--- src/rtl/disp_req_arbiter_pkg.sv ---
// Shared constants for the display request arbiter: state encoding,
// default parameter values and the byte width carried to the display.
package disp_req_arbiter_pkg;

    localparam int DEF_NUM_REQ    = 4;
    localparam int DEF_GAP_CYCLES = 1;
    localparam int DEF_CNT_W      = 11;
    localparam int BYTE_W         = 8;

    typedef enum logic [1:0] {
        IDLE  = 2'd0,
        ISSUE = 2'd1,
        GAP   = 2'd2
    } state_t;

endpackage

--- src/rtl/disp_req_arbiter_rr_sel.sv ---
// Round-robin search: first set request strictly after the last grant,
// wrapping through the whole vector so the last grantee comes last.
module rr_priority_sel #(
    parameter int NUM_REQ = 4,
    parameter int IDX_W   = $clog2(NUM_REQ)
) (
    input  logic [NUM_REQ-1:0] req,
    input  logic [IDX_W-1:0]   last,
    output logic               found,
    output logic [IDX_W-1:0]   sel
);

    logic [IDX_W:0] cand;

    // Walk offsets from farthest to nearest so the nearest hit is the one kept.
    always_comb begin
        found = 1'b0;
        sel   = '0;
        cand  = '0;
        for (int off = NUM_REQ; off >= 1; off--) begin
            cand = {1'b0, last} + (IDX_W+1)'(off);
            if (cand >= (IDX_W+1)'(NUM_REQ)) begin
                cand = cand - (IDX_W+1)'(NUM_REQ);
            end
            if (req[cand[IDX_W-1:0]]) begin
                found = 1'b1;
                sel   = cand[IDX_W-1:0];
            end
        end
    end

endmodule

--- src/rtl/disp_req_arbiter.sv ---
// Shares the seven-segment display controller between byte producers:
// one grant per ISSUE, then GAP idle cycles so the controller can commit it.
module disp_req_arbiter
    import disp_req_arbiter_pkg::*;
#(
    parameter int NUM_REQ    = DEF_NUM_REQ,
    parameter int GAP_CYCLES = DEF_GAP_CYCLES,
    parameter int CNT_W      = DEF_CNT_W
) (
    input  logic                       clk,
    input  logic                       rst,
    input  logic                       en,
    input  logic [NUM_REQ-1:0]         req,
    input  logic [BYTE_W*NUM_REQ-1:0]  req_data,
    output logic [NUM_REQ-1:0]         ack,
    output logic [BYTE_W-1:0]          disp_data,
    output logic                       disp_valid,
    output logic [$clog2(NUM_REQ)-1:0] grant_id,
    output logic                       busy,
    output logic [CNT_W-1:0]           issued_cnt
);

    localparam int IDX_W = $clog2(NUM_REQ);
    localparam int GAP_W = (GAP_CYCLES > 1) ? $clog2(GAP_CYCLES) : 1;

    state_t             state_q, state_d;
    logic [GAP_W-1:0]   gap_cnt_q, gap_cnt_d;
    logic [IDX_W-1:0]   last_q, last_d;
    logic [IDX_W-1:0]   grant_id_q, grant_id_d;
    logic [NUM_REQ-1:0] ack_q, ack_d;
    logic [BYTE_W-1:0]  disp_data_q, disp_data_d;
    logic               disp_valid_q, disp_valid_d;
    logic               busy_q, busy_d;
    logic [CNT_W-1:0]   issued_cnt_q, issued_cnt_d;

    logic               sel_found;
    logic [IDX_W-1:0]   sel_idx;
    logic [BYTE_W-1:0]  req_bytes [NUM_REQ];

    for (genvar gi = 0; gi < NUM_REQ; gi++) begin : g_unpack
        assign req_bytes[gi] = req_data[gi*BYTE_W +: BYTE_W];
    end

    rr_priority_sel #(
        .NUM_REQ (NUM_REQ),
        .IDX_W   (IDX_W)
    ) u_sel (
        .req   (req),
        .last  (last_q),
        .found (sel_found),
        .sel   (sel_idx)
    );

    always_comb begin
        state_d      = state_q;
        gap_cnt_d    = gap_cnt_q;
        last_d       = last_q;
        grant_id_d   = grant_id_q;
        ack_d        = '0;
        disp_data_d  = disp_data_q;
        disp_valid_d = 1'b0;
        issued_cnt_d = issued_cnt_q;

        case (state_q)
            IDLE: begin
                if (en && sel_found) begin
                    disp_data_d     = req_bytes[sel_idx];
                    disp_valid_d    = 1'b1;
                    ack_d[sel_idx]  = 1'b1;
                    grant_id_d      = sel_idx;
                    last_d          = sel_idx;
                    issued_cnt_d    = issued_cnt_q + CNT_W'(1);
                    state_d         = ISSUE;
                end
            end
            ISSUE: begin
                gap_cnt_d = GAP_W'(GAP_CYCLES - 1);
                state_d   = GAP;
            end
            GAP: begin
                // Requests are ignored here so a just-acked producer is not re-granted.
                if (gap_cnt_q == '0) begin
                    state_d = IDLE;
                end else begin
                    gap_cnt_d = gap_cnt_q - GAP_W'(1);
                end
            end
            default: begin
                state_d = IDLE;
            end
        endcase

        busy_d = (state_d != IDLE);
    end

    always_ff @(posedge clk or posedge rst) begin
        if (rst) begin
            state_q      <= IDLE;
            gap_cnt_q    <= '0;
            last_q       <= IDX_W'(NUM_REQ - 1);
            grant_id_q   <= IDX_W'(NUM_REQ - 1);
            ack_q        <= '0;
            disp_data_q  <= '0;
            disp_valid_q <= 1'b0;
            busy_q       <= 1'b0;
            issued_cnt_q <= '0;
        end else begin
            state_q      <= state_d;
            gap_cnt_q    <= gap_cnt_d;
            last_q       <= last_d;
            grant_id_q   <= grant_id_d;
            ack_q        <= ack_d;
            disp_data_q  <= disp_data_d;
            disp_valid_q <= disp_valid_d;
            busy_q       <= busy_d;
            issued_cnt_q <= issued_cnt_d;
        end
    end

    assign ack        = ack_q;
    assign disp_data  = disp_data_q;
    assign disp_valid = disp_valid_q;
    assign grant_id   = grant_id_q;
    assign busy       = busy_q;
    assign issued_cnt = issued_cnt_q;

endmodule

--- config.mk ---
export PLATFORM = sky130hd
export DESIGN_NAME = disp_req_arbiter
export DESIGN_NICKNAME = d
export VERILOG_FILES = /design/src/rtl/disp_req_arbiter_pkg.sv /design/src/rtl/disp_req_arbiter_rr_sel.sv /design/src/rtl/disp_req_arbiter.sv
export SDC_FILE = /design/constraint.sdc
export NUM_CORES = 1
export LEC_CHECK = 0
export ABC_AREA = 0
export BUFFER_PORTS_ARGS = -buffer_cell sky130_fd_sc_hd__buf_2
export CAP_MARGIN = 25
export CORE_ASPECT_RATIO = 1.1
export CORE_MARGIN = 4
export CORE_UTILIZATION = 25
export DETAILED_ROUTE_END_ITERATION = 8
export GPL_ROUTABILITY_DRIVEN = 0
export GPL_TIMING_DRIVEN = 0
export HOLD_SLACK_MARGIN = 0.02
export SETUP_SLACK_MARGIN = 0.02
export SLEW_MARGIN = 20
export SYNTH_ARGS = -nofsm -noshare
export SYNTH_HDL_FRONTEND = slang
export SYNTH_SLANG_ARGS = --single-unit
--- constraint.sdc ---
create_clock -name clk -period 3.7 [get_ports clk]
set_input_delay 0.185 -clock clk [delete_from_list [all_inputs] [get_ports clk]]
set_output_delay 0.185 -clock clk [all_outputs]
set_load 0.05 [all_outputs]
[Word-level counts from Yosys, hierarchy flattened]
Cells that the tools add are included.
Cells by class
  add/sub/neg operators: 10
  order comparisons: 11
  eq/ne operators: 2
  mux-type cells: 34
  bitwise gates (word level): 1
  reductions and logical operators: 6
Operators with widths (count)
  $mux W2: 10
  $bmux W8 S2: 1
  $mux W8: 2
  $ge A3 B3 Y1 const B: 5
  $lt A2 B3 Y1 const B: 5
  $mux W1: 12
  $add A11 B1 Y11 const B: 1
  $bmux W1 S2: 4
  $mux W4: 2
  $sub A2 B1 Y2 const B: 4
  $add A2 B2 Y3 const B: 2
  $pmux W2 S3: 1
  $reduce_bool A2 Y1: 2
  $add A2 B1 Y3 const B: 1
  $add A2 B3 Y3 const B: 1
  $not A2 Y3: 1
  $demux W1 S2: 1
  $eq A2 B1 Y1 const B: 1
  $eq A2 B2 Y1 const B: 1
  $ge A2 B1 Y1 const B: 1
  $logic_and A1 B1 Y1: 2
  $logic_not A2 Y1: 1
  $pmux W1 S2: 1
  $reduce_and A2 Y1: 1
  $sub A1 B1 Y1 const B: 1
Word-level totals
  bits in registers: 30
  input bits: 39
  output and inout port bits: 27

[Logic depth before layout (Yosys ltp)]
  word-level depth: 15
  mapped depth: 7

[Modules after synthesis]
A second synthesis with hierarchy kept.
Second synthesis, totals
  cell total of the unflattened synthesis: 127
  area, all modules: 1412.6 sq um
By module, submodules not included
  disp_req_arbiter: instances 1, cells each 113, area each 1321.3 sq um, sequential area each 728.2 sq um
  rr_priority_sel: instances 1, cells each 14, area each 91.3 sq um, sequential area each 0.0 sq um

[Least setup slack after synthesis]
OpenSTA, ideal clock, no wires.
  kind: reg2reg
  from: register grant_id[1] (netlist name)
  to: register disp_data_q[0], in the netlist disp_data[0]
  library setup time: 0.154 ns
  arrival time: 1.819 ns
  data required time: 3.546 ns
  setup slack: 1.727 ns
  stages on the path, launching flop included: 7
  clock period less this slack: 1.973 ns
  cell sequence: dfstp_2 mux2i_1 o21ai_4 a21o_4 buf_12 a221oi_1 a211oi_1
RTL lines
  end signal, assigned: RTL line disp_req_arbiter.sv:113  | disp_data_q <= disp_data_d;
  end, declared: RTL line disp_req_arbiter.sv:31  | logic [BYTE_W-1:0] disp_data_q, disp_data_d;

==> metrics.txt <==
layout cells sized above 1 0.400; Core Box Area 5810 um^2; CP arrival 2.12 ns; Max-Cap Viols 0; Cell Area, Synth roughly 1500 um^2; Startpoint Class flop; vias per cell around 4.5; critical path type reg2reg; # H-tree levels 2; Synth warnings 0; Setup violations, final 0; CTS clk-pin slew, worst paths ~0.07 ns; DR iter-0 viols 25; top-area cell type share of the netlist area 0.449; RSZ-0062 raised after global routing no; CTS root buf clkbuf_8; total negative slack 0 ns; Nets between 200 and 300; area grow syn2layout 36.4%; P_leak approximately 1.0 nW; critical path peak fanout 10; IO Port Bufs 65; number of enable flip-flop cells after synthesis 0; first-pass GRT wire length roughly 6400 um; post-synth top area cell dfrtp_1; # IOs 66; CTS tree yes; Final period util 0.541; Placed Instances between 200 and 300; Routed Antenna Nets 0; Power Dens Cells roughly 780 nW/um^2; count leader, synth dfrtp_1; maximum vdd drop 304 uV; DRT Pass-1 Iters 4; Initial Utilization 0.259; status completed; synthesized flop and latch total 29; worst hold path class in2reg; top post-synthesis cells by count 27 x dfrtp_1, 22 x nand2_1, 21 x nor2_1; post-layout min period approximately 2.0 ns; final hold slack roughly 0.24 ns; Routed WL approximately 4100 um; vias after detailed routing 1342; clk_lat worst skew between 0.2 and 0.3 ns; Inserted Clock Buffers 5; clock sinks 29; Filler cells 608; gr usage total 0.118; Worst-Margin Slew 0.939 ns; Die ar. approximately 7300 um^2; synth top area cells dfrtp_1 45%, mux2i_1 6.0%, nand2_1 5.5%; Hold Vio Cnt, Final 0; antenna violations before repair 0; Slew headroom 0.374; clk_skew roughly 0.0051 ns; Avg WL per Cell ~14 um; # rows 29; fmax about 0.50 GHz; Detailed Place HPWL ~3100 um; GRT overflow 0; Post-Layout Cell Count 297; die width 82.0 um; Slew Limit Fails 0; Die Span Y 89.3 um; CTS max path bufs 2; cell count after synthesis 146; synth unique cells 38; vias in the first global route 1323; Worst Path Required about 3.8 ns; largest net degree at the start of global routing 30; Post-synth top flop dfrtp_1; post_cts resized 0; syn_area_per_cell between 10 and 15 um^2; asr flop ratio synth 1.00; syn_nets about 190; diode count 0; CP endpoint kind flop; Seq/Total Area, Yosys 0.484; Residual DRC 0
==> through the flow <==
stage | area (um^2) | setup slack [ns] | util | total power (W)
after floorplan | 1500 | 1.73 | - | 0.00108
after global placement | 1930 | 1.70 | 0.332 | 0.00127
after detailed placement | 1930 | 1.68 | 0.332 | 0.00128
after CTS | 2050 | 1.65 | 0.353 | 0.00163
after global routing | 2050 | 1.53 | 0.353 | 0.00171
final | 2050 | 1.70 | 0.353 | 0.00161
==> flip-flops by register name (all words and copies together), names as in the netlist <==
register / flops
disp_data: 8
grant_id: 2
busy: 1
ack: 4
disp_valid: 1
state_q: 2
issued_cnt: 11
==> worst max-delay path: stages, from the launching register on <==
cell,delay (ns)
dfstp_2,0.60
mux2i_1,0.35
o21ai_4,0.07
a21o_4,0.21
buf_12,0.15
a221oi_1,0.37
a211oi_1,0.09
==> layer usage <==
| layer | global-route usage | share of wire |
|---|---|---|
| met2 | 0.200 | 0.49 |
| met4 | 0.0529 | 0.023 |
| met3 | 0.0363 | 0.050 |
| met5 | 0 | 0 |
| met1 | 0.137 | 0.44 |
==> repair_timing <==
action / in CTS / in global routing
endpoints found under the hold margin: 27 / 0
buffers inserted: 0 / 0
hold buffers: 1 / 0
==> placed cells by master (no fill, tap or decap), types with 2 or more instances in the layout <==
cell,n
inv_2,2
nand4_1,2
a221oi_1,8
nor2_1,21
dfrtp_1,27
clkbuf_8,6
a31oi_1,2
nor3_1,2
buf_12,2
a211oi_1,8
dfstp_2,2
inv_1,5
mux2i_1,9
nand2_1,22
nand3_1,3
xnor2_1,8
buf_2,65
clkbuf_1,2
==> cells by family after synthesis <==
family	Yosys count	share of synthesized area
xor gates and xnor gates	9	0.0524
and+or+nand+nor	61	0.187
muxes	9	0.0599
DFF	29	0.484
AOI/OAI and AO/OA	25	0.149
buffers and inverters	12	0.0591
adders and majority gates	1	0.00832
==> final timing paths <==
| path | start | to | slack (ns) | depth (start not counted) |
|---|---|---|---|---|
| setup / recovery | grant_id[1] | disp_data[2] | 1.70 | 6 |
| hold / removal | en | state_q[0] | 0.24 | 3 |
| setup reg to reg | grant_id[1] | disp_data[2] | 1.70 | 6 |
| hold reg to reg | state_q[1] | state_q[1] | 0.44 | 1 |
| max in group asynchronous | rst | disp_data[1] | 2.75 | 3 |
| min in group asynchronous | rst | ack[0] | 0.53 | 3 |
==> report_power, final <==
| group | total [W] | internal (W) | switching, W |
|---|---|---|---|
| clock | 0.000345 | 0.000219 | 0.000125 |
| combinational | 0.000772 | 0.000229 | 0.000543 |
| sequential | 0.000492 | 0.000417 | 0.0000748 |
==> layout make-up <==
class                      instances  area, um^2  share of cell area
tap                               77        96.3              0.0470
buffer                             5        62.6              0.0305
inverter                           7        26.3              0.0128
clock inverter                     1        30.0              0.0146
sequential                        29         728               0.355
multi-input combinational        105         687               0.335
clock buffer                       7        86.3              0.0421
timing repair buffer              66         335               0.163
Power figures use the tool's default switching activity.
